==> src/rtl/zone_sequencer.sv <==
// -----------------------------------------------------------------------------
// zone_sequencer
//
// Irrigation zone scheduler feeding a 1-to-6 valve demultiplexer. A start in
// IDLE latches the zone-request mask. Each requested zone is then opened in
// ascending order for ON_CYCLES clocks, with a GAP_CYCLES all-off pause
// between zones, so the demux selector never moves while a valve is energised.
//
// Parameters
//   ON_CYCLES   clocks each zone is held open      (1 .. 2^CNT_W-1)
//   GAP_CYCLES  off-clocks between zones           (1 .. 2^CNT_W-1)
//   CNT_W       width of the duration counter
//
// Ports
//   i_clk          system clock, rising edge
//   i_reset        synchronous active-high reset
//   i_start        begin a run (sampled only in IDLE)
//   i_abort        terminate the run; valves close on the next edge
//   i_zone_enable  bit i requests zone i (latched on an accepted start)
//   o_sel          demux selector, zone i coded i+1, 000 = no zone
//   o_valve_en     demux data input, 1 = selected valve energised
//   o_busy         high in every state except IDLE
//   o_done         one-clock pulse on normal run completion
// -----------------------------------------------------------------------------
module zone_sequencer #(
  parameter int ON_CYCLES  = 16,
  parameter int GAP_CYCLES = 2,
  parameter int CNT_W      = 16
) (
  input  logic       i_clk,
  input  logic       i_reset,
  input  logic       i_start,
  input  logic       i_abort,
  input  logic [5:0] i_zone_enable,
  output logic [2:0] o_sel,
  output logic       o_valve_en,
  output logic       o_busy,
  output logic       o_done
);

  typedef enum logic [1:0] {
    ST_IDLE,
    ST_WATER,
    ST_GAP,
    ST_DONE
  } state_t;

  // Counter reload values: the counter runs N-1 .. 0, giving N clocks per phase.
  localparam logic [CNT_W-1:0] ON_LOAD  = CNT_W'(ON_CYCLES - 1);
  localparam logic [CNT_W-1:0] GAP_LOAD = CNT_W'(GAP_CYCLES - 1);

  state_t           r_state;
  logic [5:0]       r_mask;
  logic [2:0]       r_zone;
  logic [CNT_W-1:0] r_cnt;
  logic [2:0]       r_sel;
  logic             r_valve_en;
  logic             r_busy;
  logic             r_done;

  state_t           w_state_nxt;
  logic [5:0]       w_mask_nxt;
  logic [5:0]       w_mask_left;
  logic [2:0]       w_zone_nxt;
  logic [CNT_W-1:0] w_cnt_nxt;
  logic [2:0]       w_sel_nxt;
  logic             w_valve_en_nxt;
  logic             w_busy_nxt;
  logic             w_done_nxt;

  // Index of the lowest set bit; only called with a non-zero mask.
  function automatic logic [2:0] lowest_zone(input logic [5:0] m);
    lowest_zone = 3'd0;
    for (int i = 5; i >= 0; i--) begin
      if (m[i]) lowest_zone = 3'(i);
    end
  endfunction

  always_comb begin
    // NOTE: every signal gets a default before the case so no path leaves it
    // unassigned; a missing default here would infer a latch.
    w_state_nxt = r_state;
    w_mask_nxt  = r_mask;
    w_zone_nxt  = r_zone;
    // Saturating decrement: the counter is reloaded on every phase entry and
    // must never wrap past zero.
    w_cnt_nxt   = (r_cnt != '0) ? r_cnt - CNT_W'(1) : r_cnt;
    // Mask with the zone currently watering retired. Since zones are served
    // lowest first, any bit left set is a higher zone still to be watered.
    w_mask_left = r_mask & ~(6'b000001 << r_zone);

    if (r_state != ST_IDLE && i_abort) begin
      w_state_nxt = ST_IDLE;
      w_mask_nxt  = '0;
    end else begin
      case (r_state)
        ST_IDLE: begin
          if (i_start && !i_abort) begin
            w_mask_nxt = i_zone_enable;
            if (i_zone_enable != '0) begin
              w_state_nxt = ST_WATER;
              w_zone_nxt  = lowest_zone(i_zone_enable);
              w_cnt_nxt   = ON_LOAD;
            end else begin
              w_state_nxt = ST_DONE;
            end
          end
        end
        ST_WATER: begin
          if (r_cnt == '0) begin
            w_mask_nxt = w_mask_left;
            if (w_mask_left != '0) begin
              w_state_nxt = ST_GAP;
              w_cnt_nxt   = GAP_LOAD;
            end else begin
              w_state_nxt = ST_DONE;
            end
          end
        end
        ST_GAP: begin
          if (r_cnt == '0) begin
            w_state_nxt = ST_WATER;
            w_zone_nxt  = lowest_zone(r_mask);
            w_cnt_nxt   = ON_LOAD;
          end
        end
        ST_DONE: begin
          w_state_nxt = ST_IDLE;
        end
        default: begin
          w_state_nxt = ST_IDLE;
          w_mask_nxt  = '0;
        end
      endcase
    end

    // Outputs are decoded from the next state and registered, so they line up
    // with the state they describe and carry no combinational glitches.
    w_sel_nxt      = (w_state_nxt == ST_WATER) ? w_zone_nxt + 3'd1 : 3'd0;
    w_valve_en_nxt = (w_state_nxt == ST_WATER);
    w_busy_nxt     = (w_state_nxt != ST_IDLE);
    w_done_nxt     = (w_state_nxt == ST_DONE);
  end

  always_ff @(posedge i_clk) begin
    if (i_reset) begin
      // NOTE: the mask, zone and counter are reset along with the state so a
      // run can never resume from stale contents after a reset.
      r_state    <= ST_IDLE;
      r_mask     <= '0;
      r_zone     <= '0;
      r_cnt      <= '0;
      r_sel      <= '0;
      r_valve_en <= 1'b0;
      r_busy     <= 1'b0;
      r_done     <= 1'b0;
    end else begin
      // NOTE: non-blocking assignments so every register samples the values
      // from before this edge, independent of statement order.
      r_state    <= w_state_nxt;
      r_mask     <= w_mask_nxt;
      r_zone     <= w_zone_nxt;
      r_cnt      <= w_cnt_nxt;
      r_sel      <= w_sel_nxt;
      r_valve_en <= w_valve_en_nxt;
      r_busy     <= w_busy_nxt;
      r_done     <= w_done_nxt;
    end
  end

  assign o_sel      = r_sel;
  assign o_valve_en = r_valve_en;
  assign o_busy     = r_busy;
  assign o_done     = r_done;

endmodule

==> config.mk <==
export PLATFORM = sky130hd
export DESIGN_NAME = zone_sequencer
export DESIGN_NICKNAME = d
export VERILOG_FILES = /design/src/rtl/zone_sequencer.sv
export SDC_FILE = /design/constraint.sdc
export NUM_CORES = 1
export LEC_CHECK = 0
export ABC_AREA = 1
export CORE_ASPECT_RATIO = 0.7
export CORE_UTILIZATION = 50
export CTS_BUF_LIST = sky130_fd_sc_hd__clkbuf_16
export DETAILED_ROUTE_END_ITERATION = 8
export GPL_ROUTABILITY_DRIVEN = 0
export PLACE_DENSITY = 0.71
export SYNTH_ARGS = -nofsm -noshare
export SYNTH_HDL_FRONTEND = slang
export SYNTH_SLANG_ARGS = --single-unit
export TNS_END_PERCENT = 5
==> constraint.sdc <==
create_clock -name i_clk -period 2 [get_ports i_clk]
set_input_delay 0.4 -clock i_clk [delete_from_list [all_inputs] [get_ports i_clk]]
set_output_delay 0.4 -clock i_clk [all_outputs]
set_load 0.02 [all_outputs]
==> results of run 1 <==
==> stage by stage <==
step,TNS [ns],instances
detailed placement,-1.38,421
CTS,0,428
global placement,-0.942,421
finish,0,432
global route,-0.137,432
floorplan,0,326
==> per-layer routing <==
metal  vias up  GRT usage (%)  routed length [um]
li1       1153              -                   -
met1      1017           44.7                2980
met2       104           33.8                2110
met3         8           6.07                 498
met4         0           8.05                  55
met5         -              0                   0
==> sequential cells by signal, summed over array words and instances, names as in the netlist <==
signal,flops
r_state,2
o_busy,1
r_zone,3
o_done,1
r_mask,6
o_valve_en,1
r_cnt,16
o_sel,3
==> worst max-delay path by stage <==
stage                           startpoint       end
after floorplan                   r_cnt[0]  o_sel[2]
after global placement    i_zone_enable[0]  o_sel[2]
after detailed placement  i_zone_enable[2]  o_sel[1]
after CTS                         r_cnt[0]  o_sel[2]
after global routing              r_cnt[1]  o_sel[1]
final                             r_cnt[0]  o_sel[2]
==> logic make-up after synthesis <==
| kind of cell | Yosys count | share of synthesized area [%] |
|---|---|---|
| AO/OA/AOI/OAI | 45 | 11.4 |
| flip-flops | 33 | 31.4 |
| adder cells (fa/ha/maj) | 3 | 1.79 |
| AND/OR/NAND/NOR | 188 | 42.2 |
| XOR/XNOR | 10 | 4.17 |
| buffers and inverters | 47 | 9.05 |
==> worst max-delay path: cells and delay by family (launching register included) <==
kind | cells | cell delay [ns]
DFF | 1 | 0.32
AOI/OAI and AO/OA | 2 | 0.29
and+or+nand+nor | 6 | 0.59
adders and majority gates | 2 | 0.37
buffers and inverters | 3 | 0.24
==> cells in the final DEF, fill, tap and decap left out, drive strengths merged, types with 6 or more instances in the layout <==
cell type and count:
and3 9, dfxtp 33, xor2 6, a21oi 21, clkdlybuf4s50 13, nand2 81, o21ai 21, inv 42
nor3 7, buf 37, nor2 67, nand3 20
==> final cells by class <==
cell class              count  area [um2]  share of cell area (%)
clock buffers               5         125                    4.53
clock inverters             2        7.51                   0.272
inverters                  42         159                    5.76
multi-input cells         246        1310                    47.4
flip-flops and latches     33         663                    24.0
well taps                  52        65.1                    2.36
repair buffers             52         433                    15.7
==> repair_timing <==
item,4_1_cts,5_1_grt
endpoints found under the hold margin,0,0
setup buffers,0,4
endpoints found under the setup margin,2,4
gates cloned,0,0
resized for setup,1,23
pin swaps,0,11
==> results.py, run 1 <==
metrics = {
    "timing": {
        "worst_pin_slew_ns": 0.332,
        "clock.fmax_mhz": 525,
        "period_needed_ns": 1.90,
        "hold_slack_ns": 0.496,
        "finalWorstSetupSlack_ns": 0.0962,
        "drv_slew": 0,
        "max_slew_margin_pct": 77.5,
        "final-setup-viol-count": 0,
        "period_share_pct": 95.2,
        "rsz0062_at_grt": "true",
        "hold_viol_final": 0,
        "fin_skew_ns": 0.00558,
    },
    "finish": {
        "layout-drive-gt1-share_pct": 21.6,
        "antenna_cells": 0,
        "fill_cells": 342,
        "fin_nets": 393,
        "area_growth_pct": 31.3,
        "final_area_um2": 2760,
        "final_util_pct": 69.5,
    },
    "logic_synthesis": {
        "postSynthCellCount": 326,
        "yosys.cell_count.top_type": "nand2_1",
        "synth-seq-area-share_pct": 31.4,
        "ys_ff_latch": 33,
        "synth_top_area_share_pct": 31.4,
        "yosys-top-cells-count": "74 x nand2_1, 58 x nor2_1, 37 x inv_1",
        "ys.flop_type": "dfxtp_1",
        "netlist_area_um2": 2100,
        "async_reset_ff_share_pct": 0,
        "yosys_warnings": 0,
        "synth_edf_count": 0,
        "yosys.area.top_type": "dfxtp_1",
        "synth_fp_nets": 339,
        "syn-mean-instance-area_um2": 6.45,
        "synth_cell_types": 33,
        "synthTopCellsByArea": "dfxtp_1 31%, nand2_1 13%, nor2_1 10%",
    },
    "min_path": {
        "hp-start": "r_mask[5]",
        "holdPathStages": 2,
        "min_to": "r_mask[5]",
        "hold_class": "reg2reg",
    },
    "worst_setup_path": {
        "cp-end-kind": "flop",
        "reg2reg_depth": 13,
        "r2r-start": "r_cnt[0]",
        "ff2ff_setup_slack_ns": 0.1,
        "crit_chain": "inv_2, ha_4, nand3_2, nor2_2, nand4_1, inv_1, nand2_1, a21oi_2, nor2_2, ha_1, inv_1, nand2_1, a21oi_1",
        "cp_slowest_cell": "dfxtp_2",
        "worstPathArrival_ns": 2.11,
        "critPathMaxFanout": 4,
        "max_stage_delay_ns": 0.32,
        "worstSetupStartpointType": "flop",
        "r2r_end": "o_sel[2]",
        "criticalPathCategory": "reg2reg",
        "cp.required_ns": 2.20,
    },
    "routing": {
        "vias_per_cell": 5.28,
        "initialDrtViolationCount": 236,
        "ant_nets": 0,
        "drcViolationCount": 0,
        "detailroute.via_count": 2282,
        "routed_wl_mm": 5.64,
        "dr.pass1.iters": 5,
        "routedWlPerCell_um": 13.1,
    },
    "global_route": {
        "grt_pass1_vias": 1963,
        "gr-usage-all-layers_pct": 27.3,
        "grt_overflow": 0,
        "antenna_found_initial": 0,
        "grt_pass1_wl_mm": 9.18,
        "grt_max_degree": 14,
    },
    "placement": {
        "portBuffers": 15,
        "hpwl_mm": 4.23,
        "post-place-ws_ns": -0.230,
        "placed_area_um2": 2530,
    },
    "cts": {
        "numCtsBuffers": 5,
        "cts_tree": "built",
        "clock_latency_ns": 0.28,
        "clkTransAtPathRegs_ns": 0.05,
        "clockBufferDepth": 2,
        "cts-root-buf": "clkbuf_16",
        "hold_buffers": 0,
        "cts_max_level": 2,
        "cts_sinks": 33,
    },
    "floorplanning": {
        "die_h_um": 56.2,
        "core_um2": 3970,
        "io_pins": 16,
        "initial_core_util_pct": 52.9,
        "placementRows": 19,
        "die_w_um": 79.5,
        "die-area_um2": 4470,
    },
    "flow_run": {
        "drv_cap": 0,
    },
    "outcome": {
        "outcome": "finished, final reports clean",
    },
}
Power of run 1 is not shown: default switching activity piles up to over one toggle a cycle in this logic, so the estimate is an artifact.
==> run 2: changes to the inputs <==
--- a/config.mk
+++ b/config.mk
@@ -11,7 +11,8 @@
 export CTS_BUF_LIST = sky130_fd_sc_hd__clkbuf_16
 export DETAILED_ROUTE_END_ITERATION = 8
 export GPL_ROUTABILITY_DRIVEN = 0
-export PLACE_DENSITY = 0.71
+export HOLD_SLACK_MARGIN = 0.05
+export PLACE_DENSITY = 0.76
 export SYNTH_ARGS = -nofsm -noshare
 export SYNTH_HDL_FRONTEND = slang
 export SYNTH_SLANG_ARGS = --single-unit
==> results.py, run 2 (synthesis results as in run 1) <==
metrics = {
    "outcome": {
        "outcome": "finished, final reports clean",
    },
    "finish": {
        "layout-drive-gt1-share_pct": 19.6,
        "antenna_cells": 0,
        "fin_nets": 385,
        "fill_cells": 371,
        "final_area_um2": 2700,
        "largest_reg_flops": 16,
        "most-common-layout-cells": "73 x nand2_1, 52 x nor2_1, 38 x inv_1",
        "final_util_pct": 68.0,
        "area_growth_pct": 28.5,
        "top_regs": "r_cnt: 16 flops, r_mask: 6 flops",
        "instances_no_fill": 425,
        "regMostFlops": "r_cnt",
        "final_common_cell": "nand2_1",
    },
    "worst_setup_path": {
        "crit_family": "simple AND/OR/NAND/NOR gates",
        "criticalPathCategory": "reg2reg",
        "crit_top_cell": "inv_1",
        "cp.required_ns": 2.17,
        "worstPathArrival_ns": 2.07,
        "crit_chain": "inv_1, ha_4, nand3_1, nor2_2, nand4_1, inv_1, nand2_1, a21oi_2, nor2_2, ha_1, inv_1, nor2_1",
        "max_stage_delay_ns": 0.31,
        "cp-end-kind": "flop",
        "crit_buf_inv": 3,
        "worstSetupStartpointType": "flop",
        "critPathMaxFanout": 4,
        "cp_slowest_cell": "dfxtp_1",
    },
    "min_path": {
        "hold_class": "reg2reg",
    },
    "cts": {
        "cts_tree": "built",
        "numCtsBuffers": 5,
        "cts_max_level": 2,
        "clkTransAtPathRegs_ns": 0.05,
        "cts-root-buf": "clkbuf_16",
        "cts_sinks": 33,
        "clockBufferDepth": 2,
        "clock_latency_ns": 0.28,
    },
    "floorplanning": {
        "die_h_um": 56.2,
        "die-area_um2": 4470,
        "initial_core_util_pct": 52.9,
        "placementRows": 19,
        "core_um2": 3970,
        "io_pins": 16,
        "die_w_um": 79.5,
    },
    "timing": {
        "hold_viol_final": 0,
        "period_share_pct": 94.8,
        "clock.fmax_mhz": 528,
        "fin_skew_ns": 0.00338,
        "drv_slew": 0,
        "max_slew_margin_pct": 74.8,
        "final-setup-viol-count": 0,
        "worst_pin_slew_ns": 0.377,
        "finalWorstSetupSlack_ns": 0.105,
        "period_needed_ns": 1.90,
    },
    "placement": {
        "dp_cells": 416,
        "placed_area_um2": 2500,
        "post-place-ws_ns": -0.207,
        "portBuffers": 15,
        "hpwl_mm": 4.14,
    },
    "global_route": {
        "gr-usage-all-layers_pct": 26.6,
        "met3_usage_pct": 8.69,
        "antenna_found_initial": 0,
        "grt_max_degree": 14,
        "grt_pass1_vias": 1942,
        "grt_pass1_wl_mm": 9.04,
        "grtUsageMet2_pct": 33.7,
        "grt_busiest_layer": "met1",
        "grtUsageMet1_pct": 41.4,
        "grt_overflow": 0,
    },
    "flow_run": {
        "drv_cap": 0,
    },
    "routing": {
        "initialDrtViolationCount": 265,
        "drcViolationCount": 0,
        "routed_wl_mm": 5.35,
        "vias_per_cell": 5.16,
        "dr.pass1.iters": 4,
        "detailroute.via_count": 2194,
        "routedWlPerCell_um": 12.6,
        "ant_nets": 0,
    },
}
==> run 2: repair_timing <==
action	in CTS	in global routing
setup endpoints to repair	0	4
hold buffers	0	0
setup buffers	0	1
gates resized for setup	0	18
==> run 2: area by class of cell <==
class / instances / area, um2 / area share [%]
Multi-Input combinational cell: 246 / 1310 / 48.4
Sequential cell: 33 / 661 / 24.5
Timing Repair Buffer: 44 / 370 / 13.7
Inverter: 42 / 159 / 5.89
Clock buffer: 5 / 125 / 4.63
Tap cell: 52 / 65.1 / 2.41
Clock inverter: 3 / 13.8 / 0.510
==> run 2: worst min-delay path, cell delays in order, from the launching register on <==
cell,delay [ns]
dfxtp_1,0.34
inv_1,0.06
a21oi_1,0.05
==> run 2: per-stage QoR <==
step | hold slack [ns] | setup TNS (ns)
floorplan | 0.450 | 0
global placement | 0.480 | -0.890
detailed placement | 0.479 | -1.20
CTS | 0.487 | 0
global route | 0.525 | -0.0129
finish | 0.494 | 0
==> run 2: final timing paths <==
path	startpoint	to	slack, ns	cells after the start
max	r_cnt[0]	o_sel[1]	0.10	12
min	r_mask[5]	r_mask[5]	0.49	2
max reg2reg	r_cnt[0]	o_sel[1]	0.10	12
min reg2reg	r_mask[5]	r_mask[5]	0.49	2
==> run 2: layer usage <==
metal  wire [um]  vias to the layer above
met5           0                        -
met3         514                        9
met2        2010                       85
li1            -                     1130
met4          77                        0
met1        2760                      970
Power of run 2 is left out for the same reason.
==> run 3: changes to the inputs <==
--- a/config.mk
+++ b/config.mk
@@ -6,13 +6,16 @@
 export NUM_CORES = 1
 export LEC_CHECK = 0
 export ABC_AREA = 1
+export CELL_PAD_IN_SITES_DETAIL_PLACEMENT = 0
+export CELL_PAD_IN_SITES_GLOBAL_PLACEMENT = 1
 export CORE_ASPECT_RATIO = 0.7
-export CORE_UTILIZATION = 50
+export CORE_UTILIZATION = 41
 export CTS_BUF_LIST = sky130_fd_sc_hd__clkbuf_16
 export DETAILED_ROUTE_END_ITERATION = 8
 export GPL_ROUTABILITY_DRIVEN = 0
 export HOLD_SLACK_MARGIN = 0.05
-export PLACE_DENSITY = 0.76
+export PLACE_DENSITY = 0.86
+export SETUP_SLACK_MARGIN = 0.1
 export SYNTH_ARGS = -nofsm -noshare
 export SYNTH_HDL_FRONTEND = slang
 export SYNTH_SLANG_ARGS = --single-unit
==> results.py, run 3 (synthesis results as in run 1) <==
metrics = {
    "min_path": {
        "holdPathStages": 2,
        "min_to": "r_mask[5]",
        "hp-start": "r_mask[5]",
        "hold_class": "reg2reg",
    },
    "global_route": {
        "grt_overflow": 0,
        "grt_pass1_wl_mm": 9.50,
        "grt_pass1_vias": 1898,
        "grt_max_degree": 14,
        "gr-usage-all-layers_pct": 24.2,
        "antenna_found_initial": 0,
    },
    "worst_setup_path": {
        "worstPathArrival_ns": 2.10,
        "cp.required_ns": 2.22,
        "critPathMaxFanout": 4,
        "ff2ff_setup_slack_ns": 0.12,
        "worstSetupStartpointType": "flop",
        "reg2reg_depth": 11,
        "cp-end-kind": "flop",
        "r2r-start": "r_cnt[10]",
        "criticalPathCategory": "reg2reg",
        "r2r_end": "o_sel[1]",
    },
    "routing": {
        "detailroute.via_count": 2148,
        "routed_wl_mm": 5.90,
        "routedWlPerCell_um": 13.0,
        "dr.pass1.iters": 4,
        "initialDrtViolationCount": 146,
        "drcViolationCount": 0,
        "vias_per_cell": 4.74,
        "ant_nets": 0,
    },
    "cts": {
        "cts_max_level": 2,
        "clkTransAtPathRegs_ns": 0.06,
        "cts_tree": "built",
        "clockBufferDepth": 2,
        "clock_latency_ns": 0.28,
        "cts-root-buf": "clkbuf_16",
        "cts_sinks": 33,
        "hold_buffers": 0,
        "numCtsBuffers": 5,
    },
    "placement": {
        "hpwl_mm": 4.52,
        "post-place-ws_ns": -0.239,
        "dp_cells": 440,
        "portBuffers": 15,
    },
    "finish": {
        "top_regs": "r_cnt: 16 flops, r_mask: 6 flops",
        "instances_no_fill": 453,
        "antenna_cells": 0,
        "final_common_cell": "nand2_1",
        "regMostFlops": "r_cnt",
        "most-common-layout-cells": "71 x nand2_1, 51 x nor2_1, 40 x buf_4",
        "multi_input_area_um2": 1340,
        "area_growth_pct": 35.5,
        "fin_nets": 396,
        "fill_cells": 486,
        "layout-drive-gt1-share_pct": 24.0,
        "largest_reg_flops": 16,
        "register_area_um2": 662,
    },
    "floorplanning": {
        "initial_core_util_pct": 43.2,
        "die_w_um": 87.6,
        "core_um2": 4860,
        "io_pins": 16,
        "die_h_um": 61.9,
        "placementRows": 21,
        "die-area_um2": 5420,
    },
    "timing": {
        "rsz0062_at_grt": "true",
        "worst_pin_slew_ns": 0.398,
        "hold_slack_ns": 0.490,
        "clock.fmax_mhz": 531,
        "finalWorstSetupSlack_ns": 0.116,
        "period_needed_ns": 1.88,
        "fin_skew_ns": 0.00535,
        "hold_viol_final": 0,
        "drv_slew": 0,
        "period_share_pct": 94.2,
        "max_slew_margin_pct": 73.4,
        "final-setup-viol-count": 0,
    },
    "flow_run": {
        "drv_cap": 0,
    },
    "outcome": {
        "outcome": "finished, final reports clean",
    },
}
==> run 3: worst max path at each step <==
| stage | slack, ns | endpoint | depth (start not counted) | start |
|---|---|---|---|---|
| floorplan | 0.16 | o_sel[2] | 13 | r_cnt[0] |
| global placement | -0.22 | o_sel[2] | 10 | i_zone_enable[0] |
| detailed placement | -0.24 | o_sel[2] | 13 | i_zone_enable[2] |
| CTS | 0.06 | o_sel[2] | 10 | i_zone_enable[0] |
| global route | 0.003 | o_sel[1] | 12 | r_cnt[0] |
| finish | 0.12 | o_sel[1] | 11 | r_cnt[10] |
==> run 3: metal layers <==
metal	vias to the layer above	global-route usage (%)	routed length (um)
met5	-	0	0
met4	0	9.37	82
met3	9	5.42	360
met2	55	31.3	2210
met1	936	37.8	3240
li1	1148	-	-
==> run 3: layout make-up <==
type	count	area share [%]
timing repair buffer	55	16.1
multi-input combinational	246	47.1
inverter	42	5.58
sequential	33	23.2
tap	69	3.03
clock inverter	3	0.527
clock buffer	5	4.39
==> run 3: critical path, cell delays in order (launching register included) <==
cell     delay [ns]
dfxtp_1        0.36
nor2_4         0.18
nand3_2        0.11
nor2_4         0.15
nand4_1        0.16
inv_1          0.09
nand2_1        0.06
a21oi_2        0.21
nor2_2         0.08
ha_2           0.32
inv_1          0.03
nor2_1         0.07
==> run 3: stage by stage <==
| step | util [%] | instance area [um2] | setup TNS (ns) |
|---|---|---|---|
| 6_report | 58.6 | 2850 | 0 |
| 5_1_grt | 58.6 | 2850 | 0 |
| 4_1_cts | 56.4 | 2740 | 0 |
| 3_5_place_dp | 52.9 | 2570 | -1.74 |
| 3_3_place_gp | 52.9 | 2570 | -1.24 |
| 2_1_floorplan | - | 2100 | 0 |
==> run 3: timing repair <==
item / CTS / global route
gates cloned: 0 / 0
setup endpoints to repair: 12 / 27
pin swaps: 1 / 13
gates resized for setup: 7 / 25
setup buffers: 1 / 4
Power of run 3 is left out for the same reason.
